## config.mk

```make
export PLATFORM = sky130hd
export DESIGN_NAME = fp_to_fixed_conv
export DESIGN_NICKNAME = d
export VERILOG_FILES = /design/src/rtl/fft_fp_pkg.sv /design/src/rtl/fp_classify.sv /design/src/rtl/fp_to_fixed_conv.sv
export SDC_FILE = /design/constraint.sdc
export NUM_CORES = 1
export LEC_CHECK = 0
export CORE_ASPECT_RATIO = 1.2
export CORE_MARGIN = 8
export CORE_UTILIZATION = 55
export CTS_BUF_LIST = sky130_fd_sc_hd__clkbuf_2 sky130_fd_sc_hd__clkbuf_4 sky130_fd_sc_hd__clkbuf_8
export DETAILED_ROUTE_END_ITERATION = 16
export PLACE_DENSITY = 0.92
export SYNTH_ARGS = -nofsm -noshare
export SYNTH_HDL_FRONTEND = slang
export SYNTH_SLANG_ARGS = --single-unit
```

## constraint.sdc

```tcl
create_clock -name clk -period 5.2 [get_ports clk]
set_input_delay 1.56 -clock clk [delete_from_list [all_inputs] [get_ports clk]]
set_output_delay 1.56 -clock clk [all_outputs]
set_load 0.01 [all_outputs]
```

## src/rtl/fft_fp_pkg.sv

```systemverilog
// ============================================================================
// Module   : fft_fp_pkg
// Brief    : IEEE-754 single-precision field layout, converter FSM states and
//            float class codes shared by the FFT float datapath blocks.
// Revision : 1.0 - initial release
// ============================================================================
`default_nettype none

package fft_fp_pkg;

    localparam int FP_EXP_BIAS = 127;
    localparam int FP_MANT_W   = 24;
    localparam int FP_EXP_W    = 8;
    localparam int FP_SHIFT_W  = 10;

    localparam int FP_SIGN_BIT = 31;
    localparam int FP_EXP_MSB  = 30;
    localparam int FP_EXP_LSB  = 23;
    localparam int FP_FRAC_MSB = 22;
    localparam int FP_FRAC_LSB = 0;

    typedef enum logic [1:0] {
        IDLE   = 2'd0,
        SHIFT  = 2'd1,
        FINISH = 2'd2,
        DONE   = 2'd3
    } fsm_state_t;

    typedef enum logic [1:0] {
        FP_ZERO   = 2'd0,
        FP_NAN    = 2'd1,
        FP_INF    = 2'd2,
        FP_NORMAL = 2'd3
    } fp_class_t;

    // Restores the hidden leading one of a normal number.
    function automatic logic [FP_MANT_W-1:0] fp_mant(input logic [FP_MANT_W-2:0] frac);
        return {1'b1, frac};
    endfunction

endpackage

`default_nettype wire

```

## src/rtl/fp_classify.sv

```systemverilog
// ============================================================================
// Module   : fp_classify
// Brief    : Combinational decode of IEEE-754 exponent/fraction into a
//            zero/NaN/Inf/normal class and the signed alignment shift.
// Revision : 1.0 - initial release
// ============================================================================
`default_nettype none

module fp_classify
    import fft_fp_pkg::*;
#(
    parameter int FRAC_BITS = 15
) (
    input  logic [FP_EXP_W-1:0]          i_exp,
    input  logic [FP_MANT_W-2:0]         i_frac,
    output fp_class_t                    o_class,
    output logic signed [FP_SHIFT_W-1:0] o_shift
);

    // Net shift from the mantissa LSB weight to the fixed-point LSB weight.
    localparam logic signed [FP_SHIFT_W-1:0] C_SHIFT_OFS =
        FP_SHIFT_W'(FRAC_BITS - (FP_MANT_W - 1) - FP_EXP_BIAS);

    always_comb begin
        o_class = FP_NORMAL;
        if (i_exp == '0) begin
            o_class = FP_ZERO;
        end else if (i_exp == '1) begin
            o_class = (i_frac != '0) ? FP_NAN : FP_INF;
        end
    end

    assign o_shift = $signed({{(FP_SHIFT_W - FP_EXP_W){1'b0}}, i_exp}) + C_SHIFT_OFS;

endmodule

`default_nettype wire

```

## src/rtl/fp_to_fixed_conv.sv

```systemverilog
// ============================================================================
// Module   : fp_to_fixed_conv
// Brief    : Serial IEEE-754 single to signed fixed-point converter, one bit
//            of alignment per cycle. Define FP2FIX_ROUND_EN for round half
//            away from zero instead of truncation.
// Revision : 1.0 - initial release
// ============================================================================
`default_nettype none

module fp_to_fixed_conv
    import fft_fp_pkg::*;
#(
    parameter int OUT_W     = 32,
    parameter int FRAC_BITS = 15
) (
    input  logic             clk,
    input  logic             rst_n,
    input  logic             in_valid,
    output logic             in_ready,
    input  logic [31:0]      in_data,
    output logic             out_valid,
    input  logic             out_ready,
    output logic [OUT_W-1:0] out_data,
    output logic             out_ovf
);

    localparam logic [OUT_W-1:0] C_SAT_POS = {1'b0, {(OUT_W-1){1'b1}}};
    localparam logic [OUT_W-1:0] C_SAT_NEG = {1'b1, {(OUT_W-1){1'b0}}};

    fsm_state_t r_state;
    fsm_state_t w_state_nxt;

    logic                         w_sign;
    logic [FP_EXP_W-1:0]          w_exp;
    logic [FP_MANT_W-2:0]         w_frac;
    fp_class_t                    w_class;
    logic signed [FP_SHIFT_W-1:0] w_shift;
    logic signed [31:0]           w_shift_ext;
    logic [FP_SHIFT_W-1:0]        w_abs;
    logic                         w_ovr_range;
    logic                         w_udr_range;
    logic                         w_special;
    logic [OUT_W-1:0]             w_spec_val;
    logic                         w_spec_ovf;
    logic                         w_accept;
    logic [OUT_W-1:0]             w_mag_fin;
    logic [OUT_W-1:0]             w_result;

    logic [OUT_W-1:0]      r_mag;
    logic [FP_SHIFT_W-1:0] r_cnt;
    logic                  r_left;
    logic                  r_neg;
    logic                  r_special;
    logic                  r_ovf;
    logic [OUT_W-1:0]      r_out_data;
    logic                  r_out_ovf;

    assign w_sign = in_data[FP_SIGN_BIT];
    assign w_exp  = in_data[FP_EXP_MSB:FP_EXP_LSB];
    assign w_frac = in_data[FP_FRAC_MSB:FP_FRAC_LSB];

    fp_classify #(
        .FRAC_BITS (FRAC_BITS)
    ) u_classify (
        .i_exp   (w_exp),
        .i_frac  (w_frac),
        .o_class (w_class),
        .o_shift (w_shift)
    );

    assign w_shift_ext = $signed({{(32-FP_SHIFT_W){w_shift[FP_SHIFT_W-1]}}, w_shift});
    assign w_abs       = w_shift[FP_SHIFT_W-1] ? FP_SHIFT_W'(-w_shift) : FP_SHIFT_W'(w_shift);
    // MSB of the aligned value lands at bit 23+s; bit OUT_W-1 is the sign.
    assign w_ovr_range = (w_shift_ext + 32'sd23) >= (OUT_W - 1);
    assign w_udr_range = w_shift_ext < -32'sd24;

    always_comb begin
        w_special  = 1'b1;
        w_spec_val = '0;
        w_spec_ovf = 1'b0;
        case (w_class)
            FP_ZERO: begin
                w_spec_val = '0;
            end
            FP_NAN: begin
                w_spec_ovf = 1'b1;
            end
            FP_INF: begin
                w_spec_val = w_sign ? C_SAT_NEG : C_SAT_POS;
                w_spec_ovf = 1'b1;
            end
            default: begin
                if (w_ovr_range) begin
                    w_spec_val = w_sign ? C_SAT_NEG : C_SAT_POS;
                    w_spec_ovf = 1'b1;
                end else if (!w_udr_range) begin
                    w_special = 1'b0;
                end
            end
        endcase
    end

    assign w_accept = in_valid && (r_state == IDLE);

    always_ff @(posedge clk or negedge rst_n) begin
        if (!rst_n) begin
            r_state <= IDLE;
        end else begin
            r_state <= w_state_nxt;
        end
    end

    always_comb begin
        w_state_nxt = r_state;
        case (r_state)
            IDLE:    if (in_valid)     w_state_nxt = SHIFT;
            SHIFT:   if (r_cnt == '0)  w_state_nxt = FINISH;
            FINISH:                    w_state_nxt = DONE;
            DONE:    if (out_ready)    w_state_nxt = IDLE;
            default:                   w_state_nxt = IDLE;
        endcase
    end

`ifdef FP2FIX_ROUND_EN
    logic r_guard;

    always_ff @(posedge clk or negedge rst_n) begin
        if (!rst_n) begin
            r_guard <= 1'b0;
        end else if (w_accept) begin
            r_guard <= 1'b0;
        end else if ((r_state == SHIFT) && (r_cnt != '0) && !r_left) begin
            r_guard <= r_mag[0];
        end
    end

    // Magnitude is below 2^24 whenever a right shift happened, so no carry-out.
    assign w_mag_fin = r_mag + {{(OUT_W-1){1'b0}}, r_guard};
`else
    assign w_mag_fin = r_mag;
`endif

    assign w_result = r_special ? r_mag : (r_neg ? (~w_mag_fin + 1'b1) : w_mag_fin);

    always_ff @(posedge clk or negedge rst_n) begin
        if (!rst_n) begin
            r_mag     <= '0;
            r_cnt     <= '0;
            r_left    <= 1'b0;
            r_neg     <= 1'b0;
            r_special <= 1'b0;
            r_ovf     <= 1'b0;
        end else if (w_accept) begin
            r_neg     <= w_sign;
            r_left    <= ~w_shift[FP_SHIFT_W-1];
            r_special <= w_special;
            r_ovf     <= w_spec_ovf;
            if (w_special) begin
                r_mag <= w_spec_val;
                r_cnt <= '0;
            end else begin
                r_mag <= {{(OUT_W-FP_MANT_W){1'b0}}, fp_mant(w_frac)};
                r_cnt <= w_abs;
            end
        end else if ((r_state == SHIFT) && (r_cnt != '0)) begin
            r_cnt <= r_cnt - 1'b1;
            r_mag <= r_left ? (r_mag << 1) : (r_mag >> 1);
        end
    end

    always_ff @(posedge clk or negedge rst_n) begin
        if (!rst_n) begin
            r_out_data <= '0;
            r_out_ovf  <= 1'b0;
        end else if (r_state == FINISH) begin
            r_out_data <= w_result;
            r_out_ovf  <= r_ovf;
        end
    end

    assign in_ready  = (r_state == IDLE);
    assign out_valid = (r_state == DONE);
    assign out_data  = r_out_data;
    assign out_ovf   = r_out_ovf;

endmodule

`default_nettype wire
```

==> Word level (Yosys, flattened, before mapping) <==
Index checks and enable logic that the tools add are counted.
{ "word_totals": {"register_bits": 81, "input_bits": 36, "elab_cells": 65} }
{ "op_classes": {"add_sub_neg": 5, "n_lt_le_gt_ge": 2, "eq_ne": 9, "mux": 25, "bitwise_logic": 2, "n_reduce_logical": 13} }
{ "ops": {"columns": ["cell", "n"], "rows": [
  ["$mux W32", 8],
  ["$pmux W32 S2", 1],
  ["$mux W10", 4],
  ["$add A32 B1 Y32 const B", 1],
  ["$not A32 Y32", 1],
  ["$reduce_bool A23 Y1", 1],
  ["$mux W2", 6],
  ["$add A10 B6 Y11 const B", 1],
  ["$ge A11 B6 Y1 const B", 1],
  ["$add A9 B9 Y10 const B", 1],
  ["$logic_not A10 Y1", 1],
  ["$lt A10 B6 Y1 const B", 1],
  ["$neg A10 Y10", 1],
  ["$reduce_bool A10 Y1", 1],
  ["$sub A10 B1 Y10 const B", 1],
  ["$eq A8 B8 Y1 const B", 1],
  ["$logic_not A8 Y1", 1],
  ["$pmux W2 S4", 1],
  ["$eq A2 B2 Y1 const B", 3],
  ["$eq A2 B1 Y1 const B", 2],
  ["$logic_not A2 Y1", 2],
  ["$mux W1", 4],
  ["$ne A2 B2 Y1 const B", 2],
  ["$reduce_or A2 Y1", 2],
  ["7 further kinds", 8]
]} }

==> Depth between registers and ports, before layout <==
Gate-level depths: netlist of the first run.
{ "depth": {"depth_word": 9, "mapped_depth": 12} }

==> Modules after synthesis <==
Synthesis of the first run repeated with hierarchy kept, for this count alone.
{ "hier_totals": {"cells_unflattened": 627, "area_unflattened_um2": 5296.3} }
{ "by_module_without_submodules": {"columns": ["mod", "instances", "cells_each", "area_per_inst_um2", "seq_area_each_um2"], "rows": [
  ["fp_to_fixed_conv", 1, 589, 5021.1, 2026.9],
  ["fp_classify", 1, 38, 275.3, 0.0]
]} }

==> Worst setup path before layout of the first run <==
OpenSTA, ideal clock, no wires.
{ "synth_timing": {"path_kind": "input to register", "from": "input in_data[23]", "to": "register r_mag[1]", "t_arrival_ns": 4.071, "path_slack_ns": 1.052, "cell_stages": 12, "n_path_buf": 2, "cell_sequence": "clkbuf_1 > inv_1 > ha_1 > or2_2 > a2111o_1 > nand4_1 > a21oi_1 > o21ai_1 > nand3_1 > a211o_1 > buf_2 > a21oi_1"} }
{ "synth_between": {"elab_chain_len": 8} }
{ "synth_rtl": {"columns": ["item", "line", "rtl"], "rows": [
  ["start, declared", "fp_to_fixed_conv.sv:20", "input logic [31:0] in_data,"],
  ["branches (longest 6 deep; another with $add A10 B6 Y11)", null, null],
  ["$mux W32 *", "fp_to_fixed_conv.sv:158", "if (w_special) begin"],
  ["$mux W32 *", "fp_to_fixed_conv.sv:153", "end else if (w_accept) begin"],
  ["end signal, assigned", "fp_to_fixed_conv.sv:159", "r_mag <= w_spec_val;"],
  ["end signal, assigned", "fp_to_fixed_conv.sv:162", "r_mag <= {{(OUT_W-FP_MANT_W){1'b0}}, fp_mant(w_frac)};"],
  ["end signal, assigned", "fp_to_fixed_conv.sv:167", "r_mag <= r_left ? (r_mag << 1) : (r_mag >> 1);"],
  ["end, declared", "fp_to_fixed_conv.sv:49", "logic [OUT_W-1:0] r_mag;"]
]} }
Every way passes the cells marked *.
A chain may end at the register's enable or synchronous reset.

==> Worst setup path in the final report of the first run <==
{ "layout_timing": {"from": "input in_data[24]", "to": "register r_cnt[4]"} }
{ "layout_between": {"elab_chain_len": 8} }
{ "layout_rtl": {"columns": ["item", "line", "rtl"], "rows": [
  ["branches (longest 6 deep; another with $add A10 B6 Y11)", null, null],
  ["$mux W10 *", "fp_to_fixed_conv.sv:158", null],
  ["$mux W10 *", "fp_to_fixed_conv.sv:153", null],
  ["end signal, assigned", "fp_to_fixed_conv.sv:163", "r_cnt <= w_abs;"],
  ["end signal, assigned", "fp_to_fixed_conv.sv:166", "r_cnt <= r_cnt - 1'b1;"],
  ["end, declared", "fp_to_fixed_conv.sv:50", "logic [FP_SHIFT_W-1:0] r_cnt;"]
]} }
Marks and branches as above.

==> metrics.yaml, run 1 <==
nFillCells: 743
cp-end-kind: "register"
drc: 0
status: "complete, no violations"
p_per_area_nw_per_um2: 599
cts_sinks: 81
p_leak_uw: 0.00250
ioPinCount: 71
async_flop_share_pct: 100
power_uw: 3670
gp_congestion: 0.905
top_layer_used: "met4"
drtIter0Drc: 390
routedWlPerCell_um: 17.2
hold_path_class: "reg -> reg"
grt_max_degree: 82
fp.dieArea_um2: 12800
synth-edff-count: 0
synth_seq_cells: 81
drive_gt1_share_pct: 6.00
fmaxAchievable_mhz: 217
wl_um: 13600
viasPerCell: 6.06
layout_setup_ws_ns: 0.598
required_ns: 5.49
cts-htree-levels: 3
ant_nets: 0
synth_nets: 671
finalSetupViolCount: 0
clk_latency_ns: 0.37
dr.pass1.iters: 5
cts.clk_slew.worst_paths_ns: 0.08
tns_ns: 0
rsz0062_at_grt: "no"
max-cap-violations: 0
antenna_found_initial: 0
die-height_um: 123
synth_cells: 625
worstSetupPathType: "in -> reg"
pre_cts_ws_ns: 0.322
grt_pass1_vias: 4761
mostFrequentLayoutCell: "nor2_1"
postCtsHoldBufs: 0
ys.warnings.count: 0
cp-start-kind: "input port"
clk_path_buf_depth: 2
wl_met1_um: 5470
rows: 39
die_x_um: 105
areaGrowthSynthToFinish_pct: 17.6
relSlewSlack_pct: 21.9
avgSynthCellArea_um2: 8.33
fin_crit_ns: 4.60
ir_drop_mv: 0.386
nets: 709
cts_tree: "yes"
grt_overflow_total: 0
dp_hpwl_um: 9430
wl_met3_um: 983
core_um2: 9370
synth_area_um2: 5200
post_cts_resized: 0
finClkSkew_ns: 0.00671
finalHoldViolCount: 0
grt_pass1_wl_um: 22300
path_max_fanout: 17
postCtsSetupBuffers: 0
start_util_pct: 55.5
worst_pin_slew_ns: 1.17
synth_ff_type: "dfrtp_1"
cts-buffers-inserted: 9
synth_cell_type_count: 59
slew_viol_final: 0
mostFrequentLayoutCells: "nor2_1, a21oi_1, dfrtp_1"
cp_data_arrival_time_ns: 4.89
track_usage_pct: 21.1
vias: 4785
clockRootBuffer: "clkbuf_8"
port_buffers: 70
fin_crit_sh_pct: 88.5
n_antenna_cell: 0
met2_length_um: 6820
ys_seq_area_share_pct: 39.0
[state kept, by name (all words and copies together) (netlist names)]
name       count
out_data      32
r_state        2
r_special      1
r_left         1
out_ovf        1
r_mag         32
r_neg          1
r_cnt         10
r_ovf          1
[layer usage]
metal  vias to the layer above  global-route usage [%]
met4                         0                    10.9
met5                         -                       0
met2                       220                    36.4
li1                       2275                       -
met3                        27                    4.67
met1                      2263                    24.1
[power breakdown]
group | leakage, uW | internal, uW | switching, uW | total [uW]
clock network | 0.000106 | 249 | 223 | 472
logic | 0.00144 | 882 | 1030 | 1910
registers | 0.000960 | 941 | 341 | 1280
[synth_stat cells (2+ instances only)]
cell      number  area share [%]
nand2b_1      10             1.2
a311oi_1       2            0.34
or4_1          5            0.72
o21ai_0       29             2.8
nand3_1       11             1.1
o31ai_1        5            0.72
inv_1         14             1.0
mux2_2         4            0.87
clkbuf_2       2            0.19
buf_2          5            0.48
a21oi_1       83             8.0
mux2i_1       30             5.8
buf_1          3            0.22
ha_1          10             2.4
a211oi_1      21             3.0
nor4_1        10             1.2
and2_1         4            0.48
nand4_1        2            0.24
o211ai_1       2            0.29
clkbuf_1      41             3.0
a21boi_0       2            0.29
or3_1          3            0.36
or2_2          2            0.24
nand3b_1       2            0.29
xor2_1        18             3.0
a211o_1        2            0.34
o41ai_1        5            0.84
nor3_1        12             1.2
dfrtp_1       81              39
a221oi_1       2            0.34
buf_4          2            0.29
a31oi_1        6            0.72
nor3b_1        2            0.29
o22ai_1        2            0.24
nand2_1       50             3.6
o21a_1         2            0.29
xnor2_1       25             4.2
or4_4          2            0.43
nor2_1        92             6.6
[logic make-up after synthesis]
group,after synthesis,synth area share [%]
xor gates and xnor gates,43,7.24
and+or+nand+nor,213,18.8
buffers and inverters,68,5.36
DFF,81,39.0
muxes,34,6.64
adders and majority gates,10,2.40
AOI/OAI and AO/OA,176,20.6
[through the flow]
step | instance area (um^2) | instances | hold WS (ns) | util [%]
after floorplan | 5200 | 625 | 0.459 | -
after global placement | 5920 | 775 | 0.476 | 63.2
after detailed placement | 5920 | 775 | 0.478 | 63.2
after CTS | 6120 | 790 | 0.498 | 65.3
after global routing | 6120 | 790 | 0.519 | 65.3
final | 6120 | 790 | 0.495 | 65.3
[critical path, stage by stage]
cell             delay (ns)
clkdlybuf4s50_1        0.57
ha_1                   0.38
a2111oi_1              0.74
xnor2_1                0.15
or3_1                  0.32
a21oi_1                0.13
o21ai_1                0.14
a211oi_4               0.28
buf_4                  0.26
o21ai_0                0.14
a21oi_1                0.20
[worst paths after layout]
path	slack, ns	end	startpoint	depth (start not counted)
setup / recovery	0.60	r_cnt[4]	in_data[24]	11
hold / removal	0.49	r_ovf	r_ovf	1
setup reg to reg	2.22	out_data[29]	r_mag[17]	8
hold reg to reg	0.49	r_ovf	r_ovf	1
max in group asynchronous	3.19	out_data[2]	rst_n	1
min in group asynchronous	1.33	out_data[27]	rst_n	1
[layout make-up]
type | count | area [um^2] | area share (%)
multi-input cells | 476 | 2910 | 47.5
flip-flops and latches | 81 | 2030 | 33.1
repair buffers | 81 | 781 | 12.8
clock buffers | 12 | 159 | 2.60
well taps | 123 | 154 | 2.52
inverters | 14 | 52.6 | 0.859
clock inverters | 3 | 40.0 | 0.654
(Power assumes the default switching activity.)
==> inputs of run 2 (changes only) <==
- CTS_CLUSTER_SIZE: default -> 14
==> results of run 2 <==
Same layout as run 1: the final DEF is identical, and so are final timing and power.
==> inputs of run 3 (changes only) <==
- CORE_MARGIN: 8 -> default
- GPL_TIMING_DRIVEN: default -> 0
==> metrics.yaml, run 3 (synthesized netlist as in run 1, its figures left out) <==
status: "complete, no violations"  # unchanged
postCtsSetupBuffers: 0  # unchanged
p_seq_share_pct: 32.6  # was 35.0%
antenna_found_initial: 0  # unchanged
dp_cells: 814  # was 775
crit_path_start: "in_data[23]"  # was in_data[24]
cts-htree-levels: 3  # unchanged
viasPerCell: 6.12  # was 6.06
slew_viol_final: 0  # unchanged
hold_path_class: "reg -> reg"  # unchanged
fin_crit_sh_pct: 92.6  # was 88.5%
cts.clk_slew.worst_paths_ns: 0.07  # was 0.08 ns
p_int_uw: 2060  # was 2070 uW
worst_pin_slew_ns: 0.822  # was 1.17 ns
cp_data_arrival_time_ns: 5.10  # was 4.89 ns
cts-buffers-inserted: 9  # unchanged
power_uw: 3680  # was 3670 uW
relSlewSlack_pct: 44.8  # was 21.9%
nFillCells: 694  # was 743
drc: 0  # unchanged
fmaxAchievable_mhz: 208  # was 217 MHz
dr.pass1.iters: 5  # unchanged
rsz0062_at_grt: "no"  # unchanged
ioPinCount: 71  # unchanged
cp-start-kind: "input port"  # unchanged
mostFrequentLayoutCell: "nor2_1"  # unchanged
mostFrequentLayoutCells: "nor2_1, a21oi_1, dfrtp_1"  # unchanged
cp-end-kind: "register"  # unchanged
areaGrowthSynthToFinish_pct: 19.8  # was 17.6%
cts_tree: "yes"  # unchanged
r2r-end: "out_data[30]"  # was out_data[29]
ant_nets: 0  # unchanged
clockRootBuffer: "clkbuf_8"  # unchanged
p_sw_uw: 1630  # was 1590 uW
power.share.clock_pct: 11.6  # was 12.9%
swShare_pct: 44.1  # was 43.5%
path_max_fanout: 10  # was 17
grt_pass1_vias: 4901  # was 4761
p_per_area_nw_per_um2: 591  # was 599 nW/um^2
seqCellArea_um2: 2030  # unchanged
postCtsHoldBufs: 0  # unchanged
fin_crit_ns: 4.81  # was 4.60 ns
final_cells: 829  # was 790
combPwrFrac_pct: 55.8  # was 52.2%
drive_gt1_share_pct: 5.36  # was 6.00%
cts_sinks: 81  # unchanged
tns_ns: 0  # unchanged
max-cap-violations: 0  # unchanged
clk_latency_ns: 0.37  # about the same
fp.dieArea_um2: 9860  # was 12800 um^2
worstSetupEndpoint: "r_mag[1]"  # was r_cnt[4]
clk_path_buf_depth: 2  # unchanged
n_antenna_cell: 0  # unchanged
wl_um: 14000  # was 13600 um
worstSetupPathType: "in -> reg"  # unchanged
rows: 38  # was 39
nets: 751  # was 709
vias: 5070  # was 4785
start_util_pct: 57.0  # was 55.5%
routedWlPerCell_um: 16.9  # was 17.2 um
post_cts_resized: 0  # unchanged
grt_overflow_total: 0  # unchanged
r2r-start: "r_mag[4]"  # was r_mag[17]
p_leak_uw: 0.00254  # was 0.00250 uW
multi_input_area_um2: 2900  # was 2910 um^2
port_buffers: 68  # was 70
ir_drop_mv: 0.219  # was 0.386 mV
die-height_um: 109  # was 123 um
die_x_um: 90.8  # was 105 um
grt_pass1_wl_um: 22800  # was 22300 um
finClkSkew_ns: 0.00678  # was 0.00671 ns
dp_hpwl_um: 10100  # was 9430 um
grt_max_degree: 43  # was 82
required_ns: 5.49  # about the same
rrSetupSlack_ns: 2.12  # was 2.22 ns
track_usage_pct: 29.3  # was 21.1%
gp_congestion: 0.941  # was 0.905
reg2regPathDepth: 9  # was 8
finalHoldViolCount: 0  # unchanged
core_um2: 9130  # was 9370 um^2
finalSetupViolCount: 0  # unchanged
drtIter0Drc: 387  # was 390
## run 3: changes by cell type in the layout (fill, tap and decap cells not counted), sizes merged
cell and change:
buf +1, bufinv -1, clkbuf +43, clkdlybuf4s50 -2
clkinv +1
## run 3: metal layers
| metal | vias to the layer above | wire [um] | GRT usage, % |
|---|---|---|---|
| met5 | - | 0 | 0 |
| met4 | 0 | 617 | 18.3 |
| met3 | 53 | 950 | 4.99 |
| met2 | 264 | 7010 | 51.5 |
| met1 | 2399 | 5410 | 33.4 |
| li1 | 2354 | - | - |
## run 3: power by group through the flow
stage	clock network [uW]	registers, uW	logic, uW
floorplan	0	1210	1320
global placement	0	1180	1930
detailed placement	0	1200	2020
CTS	432	1190	2040
global route	459	1240	2260
finish	427	1200	2060
## run 3: area by class of cell
cell class / instances / share of cell area [%]
Clock buffer: 12 / 2.65
Buffer: 54 / 3.63
Multi-Input combinational cell: 476 / 46.5
Timing Repair Buffer: 69 / 11.2
Tap cell: 120 / 2.41
Clock inverter: 3 / 0.241
Inverter: 14 / 0.843
Sequential cell: 81 / 32.5
## run 3: per-stage QoR
| stage | setup slack, ns | utilization, % | instance area [um^2] | hold WS [ns] |
|---|---|---|---|---|
| 6_report | 0.386 | 68.3 | 6230 | 0.495 |
| 3_3_place_gp | -0.183 | 66.1 | 6030 | 0.478 |
| 3_5_place_dp | 0.0548 | 66.3 | 6050 | 0.480 |
| 5_1_grt | 0.190 | 68.3 | 6230 | 0.513 |
| 4_1_cts | 0.432 | 68.3 | 6230 | 0.497 |
| 2_1_floorplan | 1.05 | - | 5200 | 0.459 |
## run 3: worst min path at each step
stage	startpoint	endpoint	cells past startpoint	slack (ns)
after floorplan	r_ovf	r_ovf	1	0.46
after global placement	r_neg	r_neg	2	0.48
after detailed placement	r_ovf	r_ovf	1	0.48
after CTS	r_ovf	r_ovf	1	0.50
after global routing	r_ovf	r_ovf	1	0.51
final	r_ovf	r_ovf	1	0.49
## run 3: critical path, cell delays in order
cell and delay, ns:
clkdlybuf4s50_1 0.48, clkbuf_1 0.31, inv_1 0.19, ha_1 0.42, or2_2 0.30, a2111o_1 0.45
nand4_1 0.11, a21oi_1 0.05, o21ai_1 0.30, nand3_1 0.21, a211o_1 0.36, buf_2 0.21
a21oi_1 0.14
